<file path="src/rtl/spi_exe_pkg.sv">
// Shared constants, frame layout and FSM encodings for the SPI execution-unit master.
package spi_exe_pkg;

  localparam int unsigned BITS      = 20;
  localparam int unsigned CNT_W     = $clog2(BITS + 1);
  localparam int unsigned CS_W      = 3;

  localparam int unsigned ARGA_HI   = 19;
  localparam int unsigned ARGA_LO   = 16;
  localparam int unsigned ARGB_HI   = 15;
  localparam int unsigned ARGB_LO   = 12;
  localparam int unsigned OPER_HI   = 11;
  localparam int unsigned OPER_LO   = 8;
  localparam int unsigned RESULT_HI = 7;
  localparam int unsigned RESULT_LO = 4;
  localparam int unsigned FLAGS_HI  = 3;
  localparam int unsigned FLAGS_LO  = 0;

  localparam logic [CS_W-1:0] SLAVE_ID = CS_W'(3);

  localparam logic [2:0] IDLE = 3'd0;
  localparam logic [2:0] WR   = 3'd1;
  localparam logic [2:0] GAP  = 3'd2;
  localparam logic [2:0] RD   = 3'd3;
  localparam logic [2:0] DONE = 3'd4;

  typedef logic [BITS-1:0] frame_t;

  // Write frame: operands in the top nibbles, response fields zero.
  function automatic frame_t make_frame(input logic [3:0] a, input logic [3:0] b,
                                        input logic [3:0] op);
    return {a, b, op, 8'h00};
  endfunction

endpackage

</file>
<file path="src/rtl/spi_exe_master_sclk_gen.sv">
// SCLK divider: CLK_DIV i_clk cycles per half-period, idle low while disabled.
module spi_sclk_gen
  #(parameter int unsigned CLK_DIV = 4)
  (
    input  logic i_clk,
    input  logic i_rst,
    input  logic i_en,
    output logic o_sclk,
    output logic o_rise_stb,
    output logic o_fall_stb
  );

  localparam int unsigned DIV_W = (CLK_DIV > 1) ? $clog2(CLK_DIV) : 1;

  logic [DIV_W-1:0] cnt;
  logic             wrap_c;

  assign wrap_c     = i_en && (cnt == DIV_W'(CLK_DIV - 1));
  assign o_rise_stb = wrap_c && !o_sclk;
  assign o_fall_stb = wrap_c && o_sclk;

  always_ff @(posedge i_clk or negedge i_rst) begin
    if (!i_rst) begin
      cnt    <= '0;
      o_sclk <= 1'b0;
    end else if (!i_en) begin
      cnt    <= '0;
      o_sclk <= 1'b0;
    end else begin
      cnt <= wrap_c ? '0 : cnt + DIV_W'(1);
      if (wrap_c) o_sclk <= !o_sclk;
    end
  end

endmodule

</file>
<file path="src/rtl/spi_exe_master.sv">
// SPI master for the execution unit: write frame, deselected gap, read-back frame, then result.
module spi_exe_master
  import spi_exe_pkg::*;
  #(parameter int unsigned CLK_DIV    = 4,
    parameter int unsigned GAP_CYCLES = 3)
  (
    input  logic            i_clk,
    input  logic            i_rst,
    input  logic            i_start,
    input  logic [3:0]      i_argA,
    input  logic [3:0]      i_argB,
    input  logic [3:0]      i_oper,
    output logic            o_busy,
    output logic            o_done,
    output logic [3:0]      o_result,
    output logic [3:0]      o_flags,
    output logic            o_err,
    output logic            o_sclk,
    output logic            o_mosi,
    input  logic            i_miso,
    output logic [CS_W-1:0] o_cs
  );

  logic [2:0]             state, state_nxt;
  logic [BITS-2:0]        tx;
  frame_t                 rx;
  logic [ARGA_HI:OPER_LO] echo;
  logic [CNT_W-1:0]       bit_cnt;
  frame_t                 ld_c;
  logic                   sclk_en_c, rise_stb, fall_stb;
  logic                   accept_c, frame_end_c, gap_end_c;

  assign sclk_en_c   = (state == WR) || (state == GAP) || (state == RD);
  assign accept_c    = (state == IDLE) && i_start && !o_busy;
  assign frame_end_c = fall_stb && (bit_cnt == CNT_W'(BITS));
  assign gap_end_c   = fall_stb && (bit_cnt == CNT_W'(GAP_CYCLES));

  spi_sclk_gen #(.CLK_DIV(CLK_DIV)) u_sclk_gen (
    .i_clk      (i_clk),
    .i_rst      (i_rst),
    .i_en       (sclk_en_c),
    .o_sclk     (o_sclk),
    .o_rise_stb (rise_stb),
    .o_fall_stb (fall_stb)
  );

  // Frame to load: fresh operands at accept, the latched copy for the read frame.
  always_comb begin
    ld_c = make_frame(echo[ARGA_HI:ARGA_LO], echo[ARGB_HI:ARGB_LO], echo[OPER_HI:OPER_LO]);
    if (state == IDLE) ld_c = make_frame(i_argA, i_argB, i_oper);
  end

  always_ff @(posedge i_clk or negedge i_rst) begin
    if (!i_rst) state <= IDLE;
    else        state <= state_nxt;
  end

  always_comb begin
    state_nxt = state;
    case (state)
      IDLE:    if (accept_c)    state_nxt = WR;
      WR:      if (frame_end_c) state_nxt = GAP;
      GAP:     if (gap_end_c)   state_nxt = RD;
      RD:      if (frame_end_c) state_nxt = DONE;
      DONE:                     state_nxt = IDLE;
      default:                  state_nxt = IDLE;
    endcase
  end

  always_ff @(posedge i_clk or negedge i_rst) begin
    if (!i_rst) begin
      tx       <= '0;
      rx       <= '0;
      echo     <= '0;
      bit_cnt  <= '0;
      o_busy   <= 1'b0;
      o_done   <= 1'b0;
      o_result <= '0;
      o_flags  <= '0;
      o_err    <= 1'b0;
      o_mosi   <= 1'b0;
      o_cs     <= '0;
    end else begin
      o_done <= 1'b0;
      if (o_done) o_busy <= 1'b0;
      // Rises are counted per window; the counter saturates and never wraps.
      if (rise_stb && (bit_cnt != CNT_W'(BITS))) bit_cnt <= bit_cnt + CNT_W'(1);
      case (state)
        IDLE: begin
          if (accept_c) begin
            echo    <= {i_argA, i_argB, i_oper};
            tx      <= ld_c[BITS-2:0];
            o_mosi  <= ld_c[BITS-1];
            o_cs    <= SLAVE_ID;
            o_busy  <= 1'b1;
            bit_cnt <= '0;
          end
        end
        WR, RD: begin
          if (rise_stb && (state == RD)) rx <= {rx[BITS-2:0], i_miso};
          if (frame_end_c) begin
            o_cs    <= '0;
            o_mosi  <= 1'b0;
            bit_cnt <= '0;
          end else if (fall_stb) begin
            o_mosi <= tx[BITS-2];
            tx     <= {tx[BITS-3:0], 1'b0};
          end
        end
        GAP: begin
          if (gap_end_c) begin
            o_cs    <= SLAVE_ID;
            tx      <= ld_c[BITS-2:0];
            o_mosi  <= ld_c[BITS-1];
            bit_cnt <= '0;
          end
        end
        DONE: begin
          o_result <= rx[RESULT_HI:RESULT_LO];
          o_flags  <= rx[FLAGS_HI:FLAGS_LO];
          o_err    <= (rx[ARGA_HI:OPER_LO] != echo);
          o_done   <= 1'b1;
        end
        default: ;
      endcase
    end
  end

endmodule

</file>
<file path="config.mk">
export PLATFORM = sky130hd
export DESIGN_NAME = spi_exe_master
export DESIGN_NICKNAME = d
export VERILOG_FILES = /design/src/rtl/spi_exe_pkg.sv /design/src/rtl/spi_exe_master_sclk_gen.sv /design/src/rtl/spi_exe_master.sv
export SDC_FILE = /design/constraint.sdc
export NUM_CORES = 1
export LEC_CHECK = 0
export CORE_MARGIN = 2
export CORE_UTILIZATION = 68
export DETAILED_ROUTE_END_ITERATION = 8
export DONT_BUFFER_PORTS = 1
export PLACE_DENSITY = 0.91
export SYNTH_ARGS = -nofsm -noshare
export SYNTH_HDL_FRONTEND = slang
export SYNTH_SLANG_ARGS = --single-unit
</file>
<file path="constraint.sdc">
create_clock -name i_clk -period 5.2 [get_ports i_clk]
set_clock_uncertainty 0.1 [all_clocks]
set_input_delay 1.04 -clock i_clk [delete_from_list [all_inputs] [get_ports i_clk]]
set_output_delay 1.04 -clock i_clk [all_outputs]
set_load 0.01 [all_outputs]
</file>
======== After elaboration in Yosys (flattened, before gate mapping) ========
Cells that the tools add are included.
storage, ports and cells
  RAM bits ................................ 0
  flip-flop bits (word level) ............. 77
  bits in latches ......................... 0
  output and inout bits ................... 16
  logic and storage cells ................. 88
  memories ................................ 0
  memory bits (read-only) ................. 0
cells by class
  shifts and indexed selects .............. 0
  equal/unequal tests ..................... 18
  reduce and logical (&&, ||, !) cells .... 22
  muxes and demuxes ....................... 32
  bitwise operators ....................... 0
  $add $sub $neg .......................... 2
  $lt $le $gt $ge ......................... 0
  $mul .................................... 0
  div/mod/pow operators ................... 0
operator list
  kind                   number
  $mux W19               4
  $pmux W19 S3           1
  $mux W20               1
  $mux W5                4
  $mux W3                6
  $ne A2 B2 Y1 const B   8
  $pmux W5 S3            1
  $ne A12 B12 Y1         1
  $pmux W3 S4            1
  $reduce_and A4 Y1      3
  $mux W1                10
  $logic_and A1 B1 Y1    9
  $pmux W3 S3            1
  $eq A3 B2 Y1 const B   2
  $add A5 B1 Y5 const B  1
  $eq A5 B2 Y1 const B   1
  $eq A5 B5 Y1 const B   1
  $ne A5 B5 Y1 const B   1
  $reduce_and A5 Y1      1
  $mux W2                2
  $reduce_and A2 Y1      2
  $eq A3 B1 Y1 const B   1
  $eq A3 B3 Y1 const B   1
  $logic_not A3 Y1       1
  other kinds (8)        10

======== Logic depth before layout (Yosys ltp) ========
Gate-level depths: netlist (run 1).
  word-level depth ........................ 9
  gate-level depth with buffers ........... 7
  gate-level depth less buffers ........... 6

======== By module ========
Synthesis (run 1) repeated with hierarchy kept, for this count alone.
second synthesis, totals
  cells, all modules ...................... 264
  area total of the unflattened synthesis .. 3141.8 µm²
by module, submodules not included
  module          times used  cells each  seq. area each (µm²)  area each (µm²)
  spi_exe_master  1           253         1601.5                3006.6
  spi_sclk_gen    1           11          75.1                  135.1

======== Worst setup path before layout (run 1) ========
OpenSTA, ideal clock, no wires.
  path type ............................... input to register
  start point ............................. input i_start
  end point ............................... register echo[12] (netlist name)
  library setup time ...................... 125 ps
  stages on the path ...................... 4
  required time ........................... 4975 ps
  slack ................................... 3006 ps
  arrival ................................. 1969 ps
  cell sequence ........................... nor4b_4 > and2_2 > buf_4 > mux2_2
on the way
  cells in the longest elaborated chain, start to end .. 3
RTL lines
  item                                line                  text
  start: declaration                  spi_exe_master.sv:9   input logic i_start,
  $logic_and A1 B1 Y1 (2 in a row)    spi_exe_master.sv:34  assign accept_c = (state == IDLE) && i_start && !o_busy;
  $reduce_and A2 Y1 (no source line)  n/a
  end signal: assignment              spi_exe_master.sv:91  echo <= {i_argA, i_argB, i_oper};
  end: declaration                    spi_exe_master.sv:27  logic [ARGA_HI:OPER_LO] echo;
Every way passes these cells.
A chain may end at the register's enable or synchronous reset.

======== Worst setup path after layout (run 1) ========
  start point ............................. register state[0]
  end point ............................... register rx[13]
on the way
  cells in the longest elaborated chain, start to end .. 7
  elaborated cells between the ends (all ways) .. 10
RTL lines
  item                                                 line                                        text
  start: declaration                                   spi_exe_master.sv:24                        logic [2:0] state, state_nxt;
  start signal: assignment                             spi_exe_master.sv:55                        else state <= state_nxt;
  $eq A3 B1 Y1 / $eq A3 B2 Y1 (equally long branches)  spi_exe_master.sv:33, spi_exe_master.sv:88
  $logic_or A1 B1 Y1 (2 in a row)                      spi_exe_master.sv:33                        assign sclk_en_c = (state == WR) || (state == GAP) || (state == RD);
  $logic_and A1 B1 Y1                                  spi_exe_master_sclk_gen.sv:18               assign wrap_c = i_en && (cnt == DIV_W'(CLK_DIV - 1));
  $logic_and A1 B1 Y1                                  spi_exe_master_sclk_gen.sv:19               assign o_rise_stb = wrap_c && !o_sclk;
  $logic_and A1 B1 Y1                                  spi_exe_master.sv:100                       if (rise_stb && (state == RD)) rx <= {rx[BITS-2:0], i_miso};
  $reduce_and A2 Y1 (no source line) *                 n/a
  end signal: assignment                               spi_exe_master.sv:100
  end: declaration                                     spi_exe_master.sv:26                        frame_t rx;
Mark *: on every way between the ends. The rest lies on a longest branch, timed or not.

==> qor.csv, run 1 <==
metric,value,unit
status,"finished, final reports clean",
first-pass GRT wire length,9.40,mm
Switching Fraction,0.298,
Worst-path clk slew,0.07,ns
clock share of power,0.306,
DRC viols,0,
initial antenna violation count,0,
Area growth syn-to-layout,6.36,%
GRT Util Overall,0.243,
final wirelength,5.54,mm
drt first pass iters,4,
Routed WL per cell,18.4,µm
Synth Register Bits,67,
Post-Syn Nets,267,
Num CTS Buffers,9,
"commonest cells after routing, fill and taps aside","dfrtp_1 (67), mux2_2 (41), xnor2_1 (17), nor2_1 (14)",
Mapped Area,3210,µm²
Die Span X,72.7,µm
clock sink total,67,
Ant. Diodes,0,
Core Area,4440,µm²
Max Fclk,405,MHz
synth warn,0,
routed vias/inst,6.21,
"Hold Vio Cnt, Final",0,
# port buffers,0,
synth top area cells,"dfrtp_1 (52%), mux2_2 (14%), mux2_4 (4.7%), xnor2_1 (4.6%), o2bb2ai_1 (2.7%)",
max-cap check violation count,0,
critical path data arrival time,2.59,ns
biggest area consumer among synthesized cells,dfrtp_1,
Rows,24,
Mapped Cells,248,
endpoint class of the critical path,flop,
Lkg Pwr,0.00157,µW
sw power,479,µW
CP required,5.32,ns
post-synthesis cell type count,43,
global route total overflow,0,
Post-synth EDFFs,0,
register share of total power,0.472,
min Tclk post-route,2.47,ns
Routed Antenna Nets,0,
Worst Setup Start Kind,flop,
final setup fails,0,
Nets,264,
vias in the first global route,1988,
"most common cell after layout, fill and taps aside",dfrtp_1,
HP Class,in2async,
RSZ-0062 raised after global routing,false,
Worst-Skew Late Latency,0.34,ns
die height,72.7,µm
relative slew slack,0.464,
Int Pwr,1130,µW
area of the multi-input gates,1410,µm²
postcts setup bufs,0,
num ports,32,
FF-to-FF path depth,5,
CTS Root Cell,clkbuf_8,
Combinational Power Share,0.223,
CTS tree,yes,
Main synth FF type,dfrtp_1,
CP Class,reg2reg,
FILL cells,271,
die outline area,5280,µm²
worst reg2reg path startpoint,state[0],
Pwr Density,472,nW/µm²
Max Root-Sink Buffers,2,
via count,1876,
setup TNS,0,ns
"Async S/R FF share, synth",1.00,
layout cells sized above 1,0.296,
Post-CTS Hold Buffers,0,
slew of the pin with the lowest slew margin,0.804,ns
maximum vdd drop,0.000249,V
maximum fanout along the worst path,26,
register area,1680,µm²
H-Tree Depth,3,
r2r endpoint,rx[13],
initial core utilization,0.721,
DR iter-0 viols,194,
GP Congestion,0.840,
pin count of the biggest net entering global routing,68,
sequential fraction of the synthesis area,0.523,
R2R setup slack,2.73,ns
Yosys top cell area share,0.523,
Avg Inst Size Synth,12.9,µm²
final HPWL from detailed placement,3.79,mm
Setup WS post-layout,2.73,ns
Post-CTS Resized,0,
Placement Setup Slack,2.82,ns
Final Slew Violations,0,
share of the clock period used by the worst path,0.475,
## registers in the layout, summed over array words and instances, names as in the netlist
name,cells
rx,20
echo,12
tx,11
bit_cnt,5
o_flags,4
o_result,4
state,3
u_sclk_gen.cnt,2
o_busy,1
o_cs,1
o_done,1
o_err,1
o_mosi,1
u_sclk_gen.o_sclk,1
## routing by layer
metal,track usage,vias up,part of all wire
met2,0.380,44,0.49
met3,0.0898,12,0.047
met5,0,-,0
met1,0.302,935,0.44
li1,-,885,-
met4,0.111,0,0.023
## cell families (layout without fill, tap and decap cells)
family | after synthesis | after routing | synth area share
buf+inv | 20 | 22 | 0.0386
other cells | 1 | 1 | 0.00117
simple gates | 49 | 49 | 0.0956
mux | 53 | 53 | 0.197
flops | 67 | 67 | 0.523
xor+xnor | 17 | 17 | 0.0464
compound gates | 38 | 38 | 0.0859
fa+ha+maj | 3 | 3 | 0.0117
## worst max path at each step
stage,startpoint,endpoint,depth (start not counted)
2_1_floorplan,i_start,echo[12],4
3_3_place_gp,i_start,tx[18],4
3_5_place_dp,i_start,tx[18],4
4_1_cts,state[0],rx[18],5
5_1_grt,state[0],rx[12],5
6_report,state[0],rx[13],5
## layout make-up
class	instances	area share
Sequential cell	67	0.492
Multi-Input combinational cell	161	0.412
Clock buffer	11	0.0444
Clock inverter	5	0.0250
Tap cell	52	0.0191
Inverter	5	0.00550
Timing Repair Buffer	1	0.00220
## critical path: stages, from the launching register on
cell     delay [ns]
dfrtp_1        0.87
nor2b_1        0.39
nand2_1        0.12
nor2_1         0.20
buf_4          0.30
mux2_2         0.37
## power by group through the flow
stage	clock, µW	sequential, µW	combinational, µW
2_1_floorplan	0	710	356
3_3_place_gp	0	758	334
3_5_place_dp	0	762	356
4_1_cts	503	757	358
5_1_grt	526	773	397
6_report	492	758	358
## synthesized netlist by cell type, drive strengths merged (2+ instances only)
cell type and count:
nor3b 7, buf 13, and2 2, xnor2 17, nor2 14, nand2b 2
inv 5, o2bb2ai 10, nand3 3, ha 3, nor3 5, a21o 2
and4bb 2, nor4b 2, a22oi 6, dfrtp 67, o211ai 2, mux2 52
a21oi 11, o21ai 3, clkbuf 2, nand4 3, nand2 5
## through the flow
stage	area [µm²]	cells	utilization	total power, µW	hold slack, ns
2_1_floorplan	3210	248	-	1070	0.318
3_3_place_gp	3170	286	0.714	1090	0.331
3_5_place_dp	3170	286	0.714	1120	0.378
4_1_cts	3410	302	0.767	1620	0.275
5_1_grt	3410	302	0.767	1700	0.260
6_report	3410	302	0.767	1610	0.292
No activity file was read; power rests on OpenSTA's default activity.
==> run 2: changes to the inputs <==
- CORE_UTILIZATION: 68 -> 63
- PLACE_DENSITY: 0.91 -> 0.86
- clock period: 5.2 -> 2.6 ns (I/O delays scaled with it)
==> run 2 against run 1 <==
  * Maximum frequency increased by 20%
  * Global-route usage down 3.0 points
  * Wire length fell by 4.3%
  * Power is 89% higher
  * Critical path depth is the same
  * Largest power group unchanged
  * Die area up 7.5%
  * Via count fell by 1.3%
  * Count of clock-buffer cells in the layout unchanged
==> qor.csv, run 2 (synthesis gave the netlist of run 1 again) <==
metric,value,unit,change
status,"finished, final reports clean",,
GP Congestion,0.898,,+7.0%
"Hold Vio Cnt, Final",0,,unchanged
Num CTS Buffers,9,,unchanged
WP buf/inv,0,,-1
CP Launch Point,u_sclk_gen.cnt[0],,
CP max stage cell,dfrtp_1,,
Max Fclk,486,MHz,+20%
Die Span X,75.3,µm,+3.7%
Nets,269,,+1.9%
pin count of the biggest net entering global routing,68,,unchanged
Reg with most FFs,rx,,
Routed Antenna Nets,0,,unchanged
via count,1851,,-1.3%
setup TNS,0,ns,unchanged
# port buffers,0,,unchanged
vias in the first global route,1802,,-9.4%
Setup WS post-layout,0.543,ns,-2.19 ns
Rows,25,,+4.2%
initial core utilization,0.665,,-0.0558
min Tclk post-route,2.06,ns,-0.412 ns
initial antenna violation count,1,,+1
CP Cell Sequence,"ha_1, and4bb_1, a211o_1, nand2_2, mux2_2",,
Pwr Density,883,nW/µm²,+87%
GRT Util Overall,0.213,,-0.0299
CTS Root Cell,clkbuf_8,,
layout cells sized above 1,0.306,,+0.00988
maximum fanout along the worst path,11,,-58%
RSZ-0062 raised after global routing,false,,
Routed WL per cell,16.4,µm,-11%
HP Start,i_miso,,
final HPWL from detailed placement,3.64,mm,-3.9%
"commonest cells after routing, fill and taps aside","dfrtp_1 (67), mux2_2 (41), xnor2_1 (17), nor2_1 (14)",,
Placement Setup Slack,0.556,ns,-2.27 ns
Lkg Pwr,0.00158,µW,+0.49%
"CP delay by family, top",simple AND/OR/NAND/NOR gates,,
first-pass GRT wire length,8.57,mm,-8.8%
drt first pass iters,4,,unchanged
share of the clock period used by the worst path,0.791,,+0.316
Core Area,4820,µm²,+8.4%
Worst-path clk slew,0.08,ns,about the same
CTS tree,yes,,
DR iter-0 viols,123,,-37%
Max Root-Sink Buffers,2,,unchanged
DRC viols,0,,unchanged
CP Class,reg2reg,,
Pwr Total,3040,µW,+89%
Area growth syn-to-layout,7.42,%,
max reg flops,20,,unchanged
global route total overflow,0,,unchanged
num ports,32,,unchanged
Final Slew Violations,0,,unchanged
die outline area,5670,µm²,+7.5%
maximum vdd drop,0.000546,V,+120%
die height,75.3,µm,+3.7%
FILL cells,336,,+24%
final setup fails,0,,unchanged
worst reg2reg path startpoint,u_sclk_gen.cnt[0],,
"most common cell after layout, fill and taps aside",dfrtp_1,,
critical path data arrival time,2.19,ns,-0.40 ns
endpoint class of the critical path,flop,,
routed vias/inst,5.73,,-7.7%
final wirelength,5.30,mm,-4.3%
CP required,2.73,ns,-2.59 ns
"Largest stage delay, worst path",0.38,ns,-0.49 ns
Worst-Skew Late Latency,0.35,ns,about the same
HP Class,in2reg,,
max-cap check violation count,0,,unchanged
Worst Setup Start Kind,flop,,
clock sink total,67,,unchanged
H-Tree Depth,3,,unchanged
Largest regs,"rx x20, echo x12, tx x11",,
==> run 2: cell types whose count changed in the layout (fill, tap and decap cells not counted), sizes merged <==
cell         change
buf              +4
bufinv           -2
clkinv           +1
clkinvlp         +1
diode            +1
dlygate4sd3      +1
==> run 2: where the power goes <==
| part | leakage [µW] | internal (µW) | switching (µW) | total [µW] |
|---|---|---|---|---|
| sequential | 0.000894 | 1250 | 232 | 1490 |
| combinational | 0.000591 | 425 | 332 | 757 |
| clock | 0.0000915 | 399 | 400 | 799 |
==> run 2: through the flow <==
step / hold WS [ns] / utilization / instance area (µm²) / instances
2_1_floorplan: 0.124 / - / 3210 / 248
3_3_place_gp: 0.126 / 0.667 / 3210 / 304
3_5_place_dp: 0.126 / 0.667 / 3210 / 304
4_1_cts: 0.199 / 0.714 / 3440 / 322
5_1_grt: 0.195 / 0.715 / 3440 / 323
6_report: 0.215 / 0.715 / 3440 / 323
==> run 2: worst register-to-register path, delay by kind of cell (launching register included) <==
family	cells	cell delay, ns
DFF	1	0.38
AOI/OAI and AO/OA	1	0.32
and+or+nand+nor	2	0.51
muxes	1	0.37
adders and majority gates	1	0.25
==> run 2: repair_timing <==
action | in CTS | in global routing
endpoints found under the setup margin | 0 | 0
buffers inserted | 0 | 0
endpoints found under the hold margin | 67 | 0
hold buffers | 2 | 0
gates resized for setup | 0 | 0
==> run 2: layout make-up <==
class | count | area (µm²) | share of cell area
clock buffer | 11 | 151 | 0.0440
tap | 67 | 83.8 | 0.0243
multi-input combinational | 161 | 1410 | 0.408
timing repair buffer | 6 | 67.6 | 0.0196
antenna | 1 | 2.50 | 0.000727
sequential | 67 | 1680 | 0.487
inverter | 5 | 18.8 | 0.00545
clock inverter | 5 | 37.5 | 0.0109
==> run 2: worst paths after layout <==
| path | to | slack (ns) | depth (start not counted) |
|---|---|---|---|
| max | tx[18] | 0.54 | 5 |
| min | rx[0] | 0.22 | 1 |
| max reg2reg | tx[18] | 0.54 | 5 |
| min reg2reg | u_sclk_gen.cnt[0] | 0.35 | 1 |
| max in group asynchronous | tx[10] | 1.52 | 2 |
| min in group asynchronous | o_mosi | 0.61 | 2 |
==> run 2: layer usage <==
metal	wire, µm	vias to the layer above	global-route usage	share of wire
met2	2340	44	0.287	0.44
met1	2540	897	0.286	0.48
met5	0	-	0	0
met3	266	13	0.0754	0.050
met4	156	0	0.150	0.029
li1	-	897	-	-
